File: src/rtl/aespim_pkg.sv
// Shared limb geometry and scheduler state encoding for the AES-PIM clmul datapath.
package aespim_pkg;

    localparam int unsigned AESPIM_LIMB_W     = 32;
    localparam int unsigned AESPIM_LIMBS      = 4;
    localparam int unsigned AESPIM_OP_W       = AESPIM_LIMB_W * AESPIM_LIMBS;
    localparam int unsigned AESPIM_PROD_W     = 2 * AESPIM_LIMB_W;
    localparam int unsigned AESPIM_IDX_W      = 3;
    localparam int unsigned AESPIM_LIMB_IDX_W = $clog2(AESPIM_LIMBS);
    localparam int unsigned AESPIM_CNT_W      = $clog2(AESPIM_LIMB_W);

    typedef enum logic [1:0] {
        IDLE = 2'd0,
        MUL  = 2'd1,
        OUT  = 2'd2
    } clmul_sched_state_e;

    function automatic logic bpc_legal(input int unsigned bpc);
        return (bpc == 1) || (bpc == 2) || (bpc == 4) ||
               (bpc == 8) || (bpc == 16) || (bpc == 32);
    endfunction

endpackage

File: src/rtl/aespim_clmul_sched_if.sv
// Job control and product stream between the clmul scheduler and its neighbours.
interface aespim_clmul_sched_if;
    import aespim_pkg::*;

    logic                     start_i;
    logic                     flush_i;
    logic [AESPIM_OP_W-1:0]   a_i;
    logic [AESPIM_OP_W-1:0]   b_i;
    logic                     prod_ready_i;
    logic                     prod_valid_o;
    logic [AESPIM_PROD_W-1:0] product_o;
    logic [AESPIM_IDX_W-1:0]  shift_idx_o;
    logic                     last_o;
    logic                     busy_o;
    logic                     done_o;

    modport master (
        output start_i, flush_i, a_i, b_i, prod_ready_i,
        input  prod_valid_o, product_o, shift_idx_o, last_o, busy_o, done_o
    );

    modport slave (
        input  start_i, flush_i, a_i, b_i, prod_ready_i,
        output prod_valid_o, product_o, shift_idx_o, last_o, busy_o, done_o
    );

endinterface

File: src/rtl/aespim_clmul_step.sv
// One MUL cycle of the limb clmul: XORs BITS_PER_CYCLE shifted copies of a_limb into acc.
module aespim_clmul_step
    import aespim_pkg::*;
#(
    parameter int unsigned BITS_PER_CYCLE = 8
) (
    input  logic [AESPIM_LIMB_W-1:0]  i_a_limb,
    input  logic [BITS_PER_CYCLE-1:0] i_b_slice,
    input  logic [AESPIM_CNT_W-1:0]   i_bit_off,
    input  logic [AESPIM_PROD_W-1:0]  i_acc,
    output logic [AESPIM_PROD_W-1:0]  o_acc_c
);

    localparam int unsigned SH_W = AESPIM_CNT_W + 1;

    logic [AESPIM_PROD_W-1:0] w_a_ext;

    assign w_a_ext = {{AESPIM_LIMB_W{1'b0}}, i_a_limb};

    always_comb begin
        o_acc_c = i_acc;
        for (int k = 0; k < int'(BITS_PER_CYCLE); k++) begin
            if (i_b_slice[k]) begin
                o_acc_c = o_acc_c ^ (w_a_ext << (SH_W'(i_bit_off) + SH_W'(k)));
            end
        end
    end

endmodule

File: src/rtl/aespim_clmul_sched.sv
// Iterative 128x128 carry-less limb multiplier; streams 16 limb products with shift index i+j.
module aespim_clmul_sched
    import aespim_pkg::*;
#(
    parameter int unsigned BITS_PER_CYCLE = 8
) (
    input  logic                 clk_i,
    input  logic                 rst_ni,
    aespim_clmul_sched_if.slave  bus
);

    localparam logic [AESPIM_CNT_W-1:0]      LAST_OFF = AESPIM_CNT_W'(AESPIM_LIMB_W - BITS_PER_CYCLE);
    localparam logic [AESPIM_CNT_W-1:0]      BIT_STEP = AESPIM_CNT_W'(BITS_PER_CYCLE);
    localparam logic [AESPIM_LIMB_IDX_W-1:0] LIMB_MAX = AESPIM_LIMB_IDX_W'(AESPIM_LIMBS - 1);

    if (!bpc_legal(BITS_PER_CYCLE)) begin : g_bad_bpc
        $error("BITS_PER_CYCLE must be one of 1, 2, 4, 8, 16, 32");
    end

    clmul_sched_state_e r_state, w_state_nxt;

    logic [AESPIM_LIMBS-1:0][AESPIM_LIMB_W-1:0] r_a, r_b, w_a_nxt, w_b_nxt;
    logic [AESPIM_LIMB_IDX_W-1:0] r_i, r_j, w_i_nxt, w_j_nxt;
    logic [AESPIM_CNT_W-1:0]      r_bitcnt, w_bitcnt_nxt;
    logic [AESPIM_PROD_W-1:0]     r_acc, w_acc_nxt, w_step_acc;
    logic [AESPIM_PROD_W-1:0]     r_product, w_product_nxt;
    logic [AESPIM_IDX_W-1:0]      r_shift_idx, w_shift_idx_nxt;
    logic                         r_last, w_last_nxt;
    logic                         r_valid, w_valid_nxt;
    logic                         r_busy, w_busy_nxt;
    logic                         r_done, w_done_nxt;

    logic [AESPIM_LIMB_W-1:0]     w_b_limb;
    logic [BITS_PER_CYCLE-1:0]    w_b_slice;
    logic                         w_pair_last;

    assign w_b_limb    = r_b[r_j];
    assign w_b_slice   = BITS_PER_CYCLE'(w_b_limb >> r_bitcnt);
    assign w_pair_last = (r_i == LIMB_MAX) && (r_j == LIMB_MAX);

    aespim_clmul_step #(
        .BITS_PER_CYCLE (BITS_PER_CYCLE)
    ) u_step (
        .i_a_limb  (r_a[r_i]),
        .i_b_slice (w_b_slice),
        .i_bit_off (r_bitcnt),
        .i_acc     (r_acc),
        .o_acc_c   (w_step_acc)
    );

    // Next-state and next-register values; flush overrides everything at the end.
    always_comb begin
        w_state_nxt     = r_state;
        w_a_nxt         = r_a;
        w_b_nxt         = r_b;
        w_i_nxt         = r_i;
        w_j_nxt         = r_j;
        w_bitcnt_nxt    = r_bitcnt;
        w_acc_nxt       = r_acc;
        w_product_nxt   = r_product;
        w_shift_idx_nxt = r_shift_idx;
        w_last_nxt      = r_last;
        w_done_nxt      = 1'b0;

        unique case (r_state)
            IDLE: begin
                if (bus.start_i) begin
                    w_a_nxt      = bus.a_i;
                    w_b_nxt      = bus.b_i;
                    w_i_nxt      = '0;
                    w_j_nxt      = '0;
                    w_bitcnt_nxt = '0;
                    w_acc_nxt    = '0;
                    w_state_nxt  = MUL;
                end
            end
            MUL: begin
                w_acc_nxt = w_step_acc;
                if (r_bitcnt == LAST_OFF) begin
                    w_product_nxt   = w_step_acc;
                    w_shift_idx_nxt = AESPIM_IDX_W'(r_i) + AESPIM_IDX_W'(r_j);
                    w_last_nxt      = w_pair_last;
                    w_state_nxt     = OUT;
                end else begin
                    w_bitcnt_nxt = r_bitcnt + BIT_STEP;
                end
            end
            OUT: begin
                if (bus.prod_ready_i) begin
                    w_last_nxt = 1'b0;
                    if (w_pair_last) begin
                        w_done_nxt  = 1'b1;
                        w_state_nxt = IDLE;
                    end else begin
                        w_j_nxt      = r_j + 1'b1;
                        w_i_nxt      = (r_j == LIMB_MAX) ? r_i + 1'b1 : r_i;
                        w_acc_nxt    = '0;
                        w_bitcnt_nxt = '0;
                        w_state_nxt  = MUL;
                    end
                end
            end
            default: w_state_nxt = IDLE;
        endcase

        if (bus.flush_i) begin
            w_state_nxt = IDLE;
            w_done_nxt  = 1'b0;
            w_last_nxt  = 1'b0;
        end

        w_valid_nxt = (w_state_nxt == OUT);
        w_busy_nxt  = (w_state_nxt != IDLE);
    end

    always_ff @(posedge clk_i or negedge rst_ni) begin
        if (!rst_ni) begin
            r_state     <= IDLE;
            r_a         <= '0;
            r_b         <= '0;
            r_i         <= '0;
            r_j         <= '0;
            r_bitcnt    <= '0;
            r_acc       <= '0;
            r_product   <= '0;
            r_shift_idx <= '0;
            r_last      <= 1'b0;
            r_valid     <= 1'b0;
            r_busy      <= 1'b0;
            r_done      <= 1'b0;
        end else begin
            r_state     <= w_state_nxt;
            r_a         <= w_a_nxt;
            r_b         <= w_b_nxt;
            r_i         <= w_i_nxt;
            r_j         <= w_j_nxt;
            r_bitcnt    <= w_bitcnt_nxt;
            r_acc       <= w_acc_nxt;
            r_product   <= w_product_nxt;
            r_shift_idx <= w_shift_idx_nxt;
            r_last      <= w_last_nxt;
            r_valid     <= w_valid_nxt;
            r_busy      <= w_busy_nxt;
            r_done      <= w_done_nxt;
        end
    end

    assign bus.prod_valid_o = r_valid;
    assign bus.product_o    = r_product;
    assign bus.shift_idx_o  = r_shift_idx;
    assign bus.last_o       = r_last;
    assign bus.busy_o       = r_busy;
    assign bus.done_o       = r_done;

endmodule

File: src/flat_wrapper.sv
// flat-port wrapper written by rule: the top's interface ports become plain ports
module aespim_clmul_sched_flat import aespim_pkg::*;
#(
    parameter int unsigned BITS_PER_CYCLE = 8
)
  (clk_i, rst_ni, bus_start_i, bus_flush_i, bus_a_i, bus_b_i, bus_prod_ready_i, bus_prod_valid_o, bus_product_o, bus_shift_idx_o, bus_last_o, bus_busy_o, bus_done_o);
  aespim_clmul_sched_if bus_i ();
  input  logic clk_i;
  input  logic rst_ni;
  input wire logic [$bits(bus_i.start_i)-1:0] bus_start_i;
  input wire logic [$bits(bus_i.flush_i)-1:0] bus_flush_i;
  input wire logic [$bits(bus_i.a_i)-1:0] bus_a_i;
  input wire logic [$bits(bus_i.b_i)-1:0] bus_b_i;
  input wire logic [$bits(bus_i.prod_ready_i)-1:0] bus_prod_ready_i;
  output wire logic [$bits(bus_i.prod_valid_o)-1:0] bus_prod_valid_o;
  output wire logic [$bits(bus_i.product_o)-1:0] bus_product_o;
  output wire logic [$bits(bus_i.shift_idx_o)-1:0] bus_shift_idx_o;
  output wire logic [$bits(bus_i.last_o)-1:0] bus_last_o;
  output wire logic [$bits(bus_i.busy_o)-1:0] bus_busy_o;
  output wire logic [$bits(bus_i.done_o)-1:0] bus_done_o;
  assign bus_i.start_i = bus_start_i;
  assign bus_i.flush_i = bus_flush_i;
  assign bus_i.a_i = bus_a_i;
  assign bus_i.b_i = bus_b_i;
  assign bus_i.prod_ready_i = bus_prod_ready_i;
  assign bus_prod_valid_o = bus_i.prod_valid_o;
  assign bus_product_o = bus_i.product_o;
  assign bus_shift_idx_o = bus_i.shift_idx_o;
  assign bus_last_o = bus_i.last_o;
  assign bus_busy_o = bus_i.busy_o;
  assign bus_done_o = bus_i.done_o;
  aespim_clmul_sched #(.BITS_PER_CYCLE(BITS_PER_CYCLE)) u_core (.clk_i(clk_i), .rst_ni(rst_ni), .bus(bus_i));
endmodule
File: config.mk
export PLATFORM = sky130hd
export DESIGN_NAME = aespim_clmul_sched_flat
export DESIGN_NICKNAME = d
export VERILOG_FILES = /design/src/rtl/aespim_pkg.sv /design/src/rtl/aespim_clmul_sched_if.sv /design/src/rtl/aespim_clmul_step.sv /design/src/rtl/aespim_clmul_sched.sv /design/src/flat_wrapper.sv
export SDC_FILE = /design/constraint.sdc
export NUM_CORES = 1
export LEC_CHECK = 0
export ABC_AREA = 0
export BUFFER_PORTS_ARGS = -buffer_cell sky130_fd_sc_hd__buf_2
export CORE_MARGIN = 2
export CORE_UTILIZATION = 45
export CTS_CLUSTER_DIAMETER = 60
export DETAILED_ROUTE_END_ITERATION = 8
export PLACE_DENSITY = 0.63
export SETUP_SLACK_MARGIN = 0.3
export SYNTH_ARGS = -nofsm -noshare
export SYNTH_HDL_FRONTEND = slang
export SYNTH_SLANG_ARGS = --single-unit
File: constraint.sdc
create_clock -name clk_i -period 3.13 [get_ports clk_i]
set_input_delay 0.4695 -clock clk_i [delete_from_list [all_inputs] [get_ports clk_i]]
set_output_delay 0.4695 -clock clk_i [all_outputs]
set_load 0.1 [all_outputs]
Word level (Yosys, flattened, before mapping)

Index checks and enable logic that the tools add are counted.

Bits in registers: 402
Bits of input ports: 261
Logic and storage cells: 118

$add $sub $neg: 11
Order comparisons: 2
Equal/unequal tests: 13
Shifts and indexed selects: 9
Muxes and demuxes: 43
Bitwise logic cells: 8
Reduce and logical (&&, ||, !) cells: 13

Operators by type and width:

| cell                                                       | count |
|---|---|
| two-way mux 64 bit                                         | 11 |
| bitwise XOR 64 bit                                         | 8 |
| left shift 32 x 6 -> 64 bit                                | 7 |
| case mux 64 bit (3 select lines)                           | 1 |
| binary-select mux 32 bit (select 2 bit)                    | 2 |
| two-way mux 32 bit                                         | 2 |
| left shift 32 x 5 -> 64 bit                                | 1 |
| right shift 32 x 5 -> 8 bit                                | 1 |
| adder 5 x 3 -> 6 bit, second input constant                | 4 |
| two-way mux 2 bit                                          | 10 |
| two-way mux 5 bit                                          | 4 |
| case mux 5 bit (3 select lines)                            | 1 |
| adder 5 x 2 -> 6 bit, second input constant                | 2 |
| AND reduction 5 bit                                        | 2 |
| equality test 2 bit, second input constant                 | 4 |
| two-way mux 1 bit                                          | 8 |
| != test 2 bit, second input constant                       | 4 |
| case mux 2 bit (2 select lines)                            | 2 |
| AND reduction 4 bit                                        | 2 |
| adder 5 x 1 -> 6 bit, second input constant                | 1 |
| less-than comparator 2 x 3 -> 1 bit, second input constant | 2 |
| case mux 2 bit (3 select lines)                            | 1 |
| nonzero test 3 bit                                         | 2 |
| adder 5 x 4 -> 5 bit, second input constant                | 1 |
| 13 further kinds                                           | 16 |

Depth between registers and ports, before layout

Gate-level depths: netlist of run 1.

Word-level depth: 20
Mapped depth: 14
Mapped depth without buffers: 8

Modules after synthesis

A second synthesis of run 1 with hierarchy kept.

Cells, all modules: 4,146
Area, all modules: 41,189.5 um^2

Modules (own cells, without submodules):

| module             | times used | cells an instance | area each (um^2) |
|---|---|---|---|
| aespim_clmul_step  | 1          | 3,150             | 24,561.1 |
| aespim_clmul_sched | 1          | 996               | 16,628.4 |

Worst setup path before layout of run 1

Ideal clock, no wire load.

Path kind: reg-to-reg
Start: register u_core.r_i[1]
End: register u_core.r_acc[34]
Library setup time: 135 ps
Data arrival time: 2,722 ps
Required time: 2,995 ps
Path slack: 273 ps
Cell stages (with the launch flop): 11
Path buffers: 2
Period minus slack after synthesis: 2,857 ps
Cell sequence: dfrtp_1 buf_4 buf_2 mux4_2 mux2i_1 o21a_1 nor2_1 xnor2_1 xnor3_1 xnor2_1 o21ai_0

Word-level cells in the longest chain between the ends: 20

RTL lines:

| element                                  | RTL line                  | source |
|---|---|---|
| start: declaration                       | aespim_clmul_sched.sv:23  | `logic [AESPIM_LIMB_IDX_W-1:0] r_i, r_j, w_i_nxt, w_j_nxt;` |
| start signal: assignment                 | aespim_clmul_sched.sv:135 | `r_i <= w_i_nxt;` |
| binary-select mux 32 bit (select 2 bit)  | aespim_clmul_sched.sv:44  | `.i_a_limb (r_a[r_i]),` |
| two-way mux 32 bit (not written as such) | aespim_clmul_sched.sv:44  |  |
| left shift 32 x 5 -> 64 bit              | aespim_clmul_step.sv:24   | `o_acc_c = o_acc_c ^ (w_a_ext << (SH_W'(i_bit_off) + SH_W'(k)));` |
| bitwise XOR 64 bit                       | aespim_clmul_step.sv:24   |  |
| two-way mux 64 bit                       | aespim_clmul_step.sv:23   | `if (i_b_slice[k]) begin` |
| bitwise XOR 64 bit                       | aespim_clmul_step.sv:24   |  |
| two-way mux 64 bit                       | aespim_clmul_step.sv:23   |  |
| bitwise XOR 64 bit                       | aespim_clmul_step.sv:24   |  |
| (+4 left out)                            | --                        |  |
| two-way mux 64 bit                       | aespim_clmul_step.sv:23   |  |
| bitwise XOR 64 bit                       | aespim_clmul_step.sv:24   |  |
| two-way mux 64 bit                       | aespim_clmul_step.sv:23   |  |
| bitwise XOR 64 bit                       | aespim_clmul_step.sv:24   |  |
| two-way mux 64 bit                       | aespim_clmul_step.sv:23   |  |
| bitwise XOR 64 bit                       | aespim_clmul_step.sv:24   |  |
| two-way mux 64 bit                       | aespim_clmul_step.sv:23   |  |
| case mux 64 bit (3 select lines)         | aespim_clmul_sched.sv:65  | `unique case (r_state)` |
| end signal: assignment                   | aespim_clmul_sched.sv:138 | `r_acc <= w_acc_nxt;` |
| end: declaration                         | aespim_clmul_sched.sv:25  | `logic [AESPIM_PROD_W-1:0] r_acc, w_acc_nxt, w_step_acc;` |

Parallel ways exist; a longest one is shown, timed or not. The select of a mux whose other input is x is not followed.
A chain may end at the register's enable or synchronous reset.

Worst setup path after layout of run 1

Start: register u_core.r_j[0]
End: register u_core.r_acc[20]

Word-level cells in the longest chain between the ends: 19

RTL lines:

| element                                  | RTL line                  | source |
|---|---|---|
| start: declaration                       | aespim_clmul_sched.sv:23  |  |
| start signal: assignment                 | aespim_clmul_sched.sv:136 | `r_j <= w_j_nxt;` |
| binary-select mux 32 bit (select 2 bit)  | aespim_clmul_sched.sv:37  | `assign w_b_limb = r_b[r_j];` |
| two-way mux 32 bit (not written as such) | aespim_clmul_sched.sv:37  |  |
| right shift 32 x 5 -> 8 bit              | aespim_clmul_sched.sv:38  | `assign w_b_slice = BITS_PER_CYCLE'(w_b_limb >> r_bitcnt);` |
| two-way mux 64 bit                       | aespim_clmul_step.sv:23   |  |
| bitwise XOR 64 bit                       | aespim_clmul_step.sv:24   |  |
| two-way mux 64 bit                       | aespim_clmul_step.sv:23   |  |
| bitwise XOR 64 bit                       | aespim_clmul_step.sv:24   |  |
| two-way mux 64 bit                       | aespim_clmul_step.sv:23   |  |
| (+3 left out)                            | --                        |  |
| two-way mux 64 bit                       | aespim_clmul_step.sv:23   |  |
| bitwise XOR 64 bit                       | aespim_clmul_step.sv:24   |  |
| two-way mux 64 bit                       | aespim_clmul_step.sv:23   |  |
| bitwise XOR 64 bit                       | aespim_clmul_step.sv:24   |  |
| two-way mux 64 bit                       | aespim_clmul_step.sv:23   |  |
| bitwise XOR 64 bit                       | aespim_clmul_step.sv:24   |  |
| two-way mux 64 bit                       | aespim_clmul_step.sv:23   |  |
| case mux 64 bit (3 select lines)         | aespim_clmul_sched.sv:65  |  |

Parallel ways exist; a longest one is shown, timed or not. The select of a mux whose other input is x is not followed.

==> impl_metrics.tcl, run 1 <==
set metrics [dict create \
    place_inst 3446 \
    portBuffers 331 \
    n_fill_cell 4329 \
    yosys.area_share.simple 0.102 \
    grt_max_degree 79 \
    drive_gt1_frac 0.539 \
    placed_area_mm2 0.0291 \
    synth-main-ff-cell "dfrtp_1" \
    synth_mux_area_frac 0.230 \
    synth-seq-cells 399 \
    crit_required_ns 3.55 \
    numCtsBuffers 47 \
    crit_arrival_ns 3.61 \
    area_growth_pct 41.1 \
    postRouteAntennaNets 0 \
    worstPathMaxFanout 12 \
    clkSlewWorstSetupHoldPaths_ns 0.06 \
    dpl_worst_slack_ns -0.131 \
    cts.sinks 399 \
    stdcell_area_mm2 0.0353 \
    syn_area_mm2 0.0250 \
    dieArea_mm2 0.0575 \
    synth-adder-area-share 0.00330 \
    synth_cell_types 68 \
    fin_cells 3714 \
    finalPower_mw 47.2 \
    synth_edf_count 0 \
    htree_levels 2 \
    worst-setup-path-type "reg2reg" \
    fin_crit_sh 1.02 \
    final_cell_mix "dfrtp_1, buf_2, nand2_1" \
    clockBufferDepth 3 \
    multi_input_area_mm2 0.0165 \
    gp_congestion 0.927 \
    fin_util 0.641 \
    outcome "finished, violations left" \
    first_pass_iters 5 \
    vias_per_cell 5.53 \
    holdWs_ns 0.0853 \
    seq_area_frac_synth 0.399 \
    fin_skew_ns 0.0534 \
    fin_setup_tns_ns -0.604 \
    drc 0 \
    clk_latency_ns 0.61 \
    postSynthAreaPerCell_um2 11.0 \
    p_leak_nw 15.3 \
    clock-root-buffer "clkbuf_16" \
    cellPowerDensity_mw_per_mm2 1330 \
    synth_compound_area_frac 0.0640 \
    wirelength_mm 87.6 \
    synthArstFlopShare 1.00 \
    setup_slack_ns -0.0594 \
    setup_violations 20 \
    die_h_um 240 \
    violations "setup timing" \
    fp-row-count 86 \
    crit_path_start_kind "flip-flop" \
    fin_crit_ns 3.19 \
    dp_hpwl_mm 61.6 \
    ios 332 \
    routedWlPerCell_um 23.6 \
    drtIter0Drc 1574 \
    yosys.area_share.xor_xnor 0.165 \
    slew-limit-headroom 0.448 \
    cap_violations 0 \
    layout.area.seq_mm2 0.0100 \
    die_w_um 240 \
    hold_violations 0 \
    finalMaxSlewViolations 0 \
    grt_pass1_vias 20814 \
    dr_total_vias 20553 \
    antenna_found_initial 18 \
    worst_pin_slew_ns 0.828 \
    grt_pass1_wl_mm 129 \
    overflow 0 \
    rsz0062_at_grt "true" \
    worst_setup_path_end_kind "flip-flop" \
    start_util 0.455 \
    grt_usage 0.299 \
    syn_inst 2271 \
    clock.fmax_mhz 314 \
    synth_top_family_by_area "multiplexers" \
    cts_tree "yes" \
    nets 3190 \
    ys_warn_count 0 \
    core-area_mm2 0.0551 \
    min_path_type "in2reg" \
    syn_nets 2538 \
    layout_commonest_cell "dfrtp_1" \
    ir_drop_mv 0.779 \
]
-- cell families (layout without fill, tap and decap cells) --
logic type	Yosys count	count (layout)
adders and majority gates	6	6
AOI/OAI and AO/OA	267	268
muxes	423	423
xor gates and xnor gates	413	413
other	0	10
and+or+nand+nor	607	608
buffers and inverters	156	839
DFF	399	399
-- where the power goes --
| group | internal [mW] | total [mW] | leakage (nW) | switching [mW] |
|---|---|---|---|---|
| registers | 6.54 | 7.57 | 4.89 | 1.03 |
| logic | 16.6 | 34.1 | 9.67 | 17.5 |
| clock network | 3.22 | 5.53 | 0.771 | 2.31 |
-- routing by layer --
layer | wire (um) | up-vias | GRT usage
met5 | 103 | - | 0
met2 | 41700 | 834 | 0.482
met4 | 3860 | 18 | 0.127
li1 | - | 9124 | -
met1 | 35600 | 10338 | 0.393
met3 | 6280 | 239 | 0.0627
-- final timing paths --
kind | from | endpoint | slack (ns) | cells past startpoint
setup / recovery | u_core.r_j[0] | u_core.r_acc[20] | -0.06 | 11
hold / removal | bus_flush_i | u_core.bus.last_o | 0.09 | 2
setup reg to reg | u_core.r_j[0] | u_core.r_acc[20] | -0.06 | 11
hold reg to reg | u_core.bus.product_o[57] | u_core.bus.product_o[57] | 0.47 | 2
max in group asynchronous | rst_ni | u_core.r_acc[17] | 1.81 | 3
min in group asynchronous | rst_ni | u_core.r_b[24] | 0.42 | 2
-- cell type report --
cell class,instances,area share
sequential,399,0.283
multi-input combinational,1718,0.468
clock inverter,16,0.00574
clock buffer,66,0.0384
antenna,10,0.000708
inverter,7,0.000744
timing repair buffer,750,0.177
tap,748,0.0265
-- critical path, stage by stage, from the launching register on --
cell and delay [ns]:
dfrtp_2 0.48, buf_12 0.18, buf_4 0.12, mux4_2 0.55, mux2_4 0.34, nand2_8 0.12, buf_6 0.14, nor2_1 0.06
xnor2_1 0.21, xnor3_1 0.48, xnor2_2 0.21, o21ai_0 0.09
-- flip-flops by register name, summed over array words and instances (netlist names), 2 cells and up --
name and cells:
u_core.bus.product_o 64, u_core.r_acc 64, u_core.r_j 2, u_core.r_state 2, u_core.bus.shift_idx_o 3, u_core.r_b 128
u_core.r_bitcnt 2, u_core.r_a 128, u_core.r_i 2
-- Yosys cell counts, types with 4 or more instances --
cell	number	area (um2)
xor2_1	100	876
nand2_1	297	1110
buf_6	20	225
o21ai_0	81	405
and2_1	23	144
mux2i_2	7	96.3
dfrtp_1	399	9980
ha_1	5	62.6
mux2i_1	38	380
nor2_1	187	702
mux2i_4	4	90.1
o21ai_1	54	270
mux4_1	11	289
xnor2_2	5	81.3
inv_1	6	22.5
a22o_1	10	87.6
buf_4	14	105
clkbuf_1	77	289
nor3_1	12	60.1
nor2b_1	6	37.5
mux4_2	73	1640
a22oi_1	4	30.0
and3_1	13	81.3
a21oi_2	14	123
mux2_2	289	3250
a21oi_1	76	380
nand4_1	4	25.0
nand3_1	40	200
buf_2	27	135
nor2_2	8	50.1
a22oi_2	9	113
xnor2_1	274	2400
xnor3_1	34	766
-- timing repair --
item	4_1_cts	5_1_grt
pin swaps	149	194
buffers inserted	96	60
gates resized for setup	361	311
hold endpoints to repair	54	0
hold buffers	1	0
endpoints found under the setup margin	114	116
cloned	17	2
No activity file was read; power rests on OpenSTA's default activity.
==> run 2, diff against run 1 <==
==> constraint.sdc (replaced) <==
create_clock -name clk_i -period 3.13 [get_ports clk_i]
set_input_delay 0.626 -clock clk_i [delete_from_list [all_inputs] [get_ports clk_i]]
set_output_delay 0.626 -clock clk_i [all_outputs]
set_load 0.1 [all_outputs]
==> impl_metrics.tcl, run 2 (synthesized netlist as in run 1, its figures left out) <==
set metrics [dict create \
    setup_violations 0 \
    grt_max_degree 128 \
    grt_pass1_wl_mm 124 \
    crit_chain "buf_12, mux2i_1, a22o_1, or3_4, buf_8, buf_4, nor2_4, xor2_1, xnor3_1, xnor2_2, o21ai_1" \
    cap_violations 0 \
    fp-row-count 86 \
    cpLargestDelayFamily "XOR/XNOR gates" \
    grt_usage 0.287 \
    fin_skew_ns 0.0417 \
    ir_drop_mv 0.768 \
    slowest_stage "dfrtp_2" \
    routedWlPerCell_um 23.1 \
    die_h_um 240 \
    postRouteAntennaNets 0 \
    htree_levels 2 \
    path_buf_inv 3 \
    cts_tree "yes" \
    dieArea_mm2 0.0575 \
    crit_required_ns 3.56 \
    area_growth_pct 30.6 \
    vias_per_cell 5.49 \
    fin_util 0.594 \
    start_util 0.455 \
    dr_total_vias 19885 \
    core-area_mm2 0.0551 \
    final_cell_mix "dfrtp_1, buf_2, nand2_1" \
    clock.fmax_mhz 320 \
    layout_commonest_cell "dfrtp_1" \
    slew-limit-headroom 0.469 \
    slowest_delay_ns 0.46 \
    finalPower_mw 42.4 \
    min_path_type "in2async" \
    overflow 0 \
    crit_arrival_ns 3.55 \
    antenna_found_initial 23 \
    clockBufferDepth 3 \
    p_leak_nw 14.2 \
    clock-root-buffer "clkbuf_16" \
    gp_congestion 0.918 \
    cts_hold_buf 0 \
    crit_path_start_kind "flip-flop" \
    hold_violations 5 \
    wirelength_mm 83.7 \
    portBuffers 331 \
    rsz0062_at_grt "true" \
    cellPowerDensity_mw_per_mm2 1300 \
    grt_pass1_vias 20249 \
    drtIter0Drc 1541 \
    worst-setup-path-type "reg2reg" \
    die_w_um 240 \
    numCtsBuffers 45 \
    violations "hold timing" \
    n_fill_cell 4621 \
    worst_setup_path_end_kind "flip-flop" \
    outcome "finished, violations left" \
    drive_gt1_frac 0.452 \
    nets 3096 \
    fin_crit_ns 3.12 \
    first_pass_iters 6 \
    fin_crit_sh 0.997 \
    finalMaxSlewViolations 0 \
    clkSlewWorstSetupHoldPaths_ns 0.06 \
    worst_pin_slew_ns 0.795 \
    ios 332 \
    drc 0 \
    cts.sinks 399 \
    reg_top3 "u_core.r_a x128, u_core.r_b x128" \
    worstPathMaxFanout 14 \
    holdWs_ns -0.00530 \
    clk_latency_ns 0.60 \
    dp_hpwl_mm 61.4 \
]
==> run 2: changes by cell type in the layout (fill, tap and decap cells not counted), moves of 15 or more <==
cell	delta
buf_6	-49
nor2_1	+54
o21ai_1	-23
a21oi_1	+20
o21ai_0	+33
xnor2_2	-73
buf_4	-15
xor2_1	+16
nor2_4	-40
xnor2_1	+75
==> run 2: area by class of cell <==
type,count,area (um2),area share
inverters,7,26.3,0.000803
clock inverters,18,350,0.0107
flip-flops and latches,399,10000,0.306
repair buffers,659,5100,0.156
multi-input cells,1717,15000,0.459
diodes,13,32.5,0.000995
clock buffers,60,1240,0.0380
well taps,748,936,0.0286
==> run 2: timing repair <==
item,CTS,global route
gates cloned,8,4
pin swaps,59,48
setup endpoints to repair,114,115
buffers inserted,57,35
resized for setup,123,144
hold endpoints to repair,0,0
==> run 2: layer usage <==
metal	global-route usage	vias to the layer above	part of all wire
met5	0	-	0.0015
met4	0.117	18	0.037
met3	0.0688	187	0.067
met2	0.459	728	0.47
met1	0.375	10016	0.42
li1	-	8936	-
==> run 2: final timing paths <==
path / slack (ns) / end / startpoint / cells past startpoint
max: 0.008 / u_core.bus.product_o[16] / u_core.r_j[0] / 11
min: -0.005 / u_core.r_b[24] / rst_ni / 1
max reg2reg: 0.008 / u_core.bus.product_o[16] / u_core.r_j[0] / 11
min reg2reg: 0.48 / u_core.bus.product_o[35] / u_core.bus.product_o[35] / 2
max in group asynchronous: 2.16 / u_core.r_b[76] / rst_ni / 3
min in group clk_i: 0.25 / u_core.r_b[68] / bus_b_i[68] / 2
==> run 2: stage by stage <==
step / std cells / setup TNS [ns] / hold WS [ns] / setup WS [ns] / cell area (um2)
4_1_cts: 3569 / 0 / 0.00468 / 0.0335 / 31600
2_1_floorplan: 2271 / 0 / 0.330 / 0.307 / 25000
5_1_grt: 3621 / -0.409 / 0.0240 / -0.0555 / 32700
6_report: 3621 / 0 / -0.00530 / 0.00825 / 32700
3_5_place_dp: 3426 / -0.563 / 0.467 / -0.0977 / 28900
3_3_place_gp: 3426 / 0 / 0.460 / 0.00477 / 28900
==> run 2: report_power, final <==
group	internal (mW)	leakage [nW]	switching, mW
combinational	13.7	8.58	15.4
sequential	6.54	4.89	1.02
clock	3.47	0.773	2.25
total	23.7	14.2	18.7
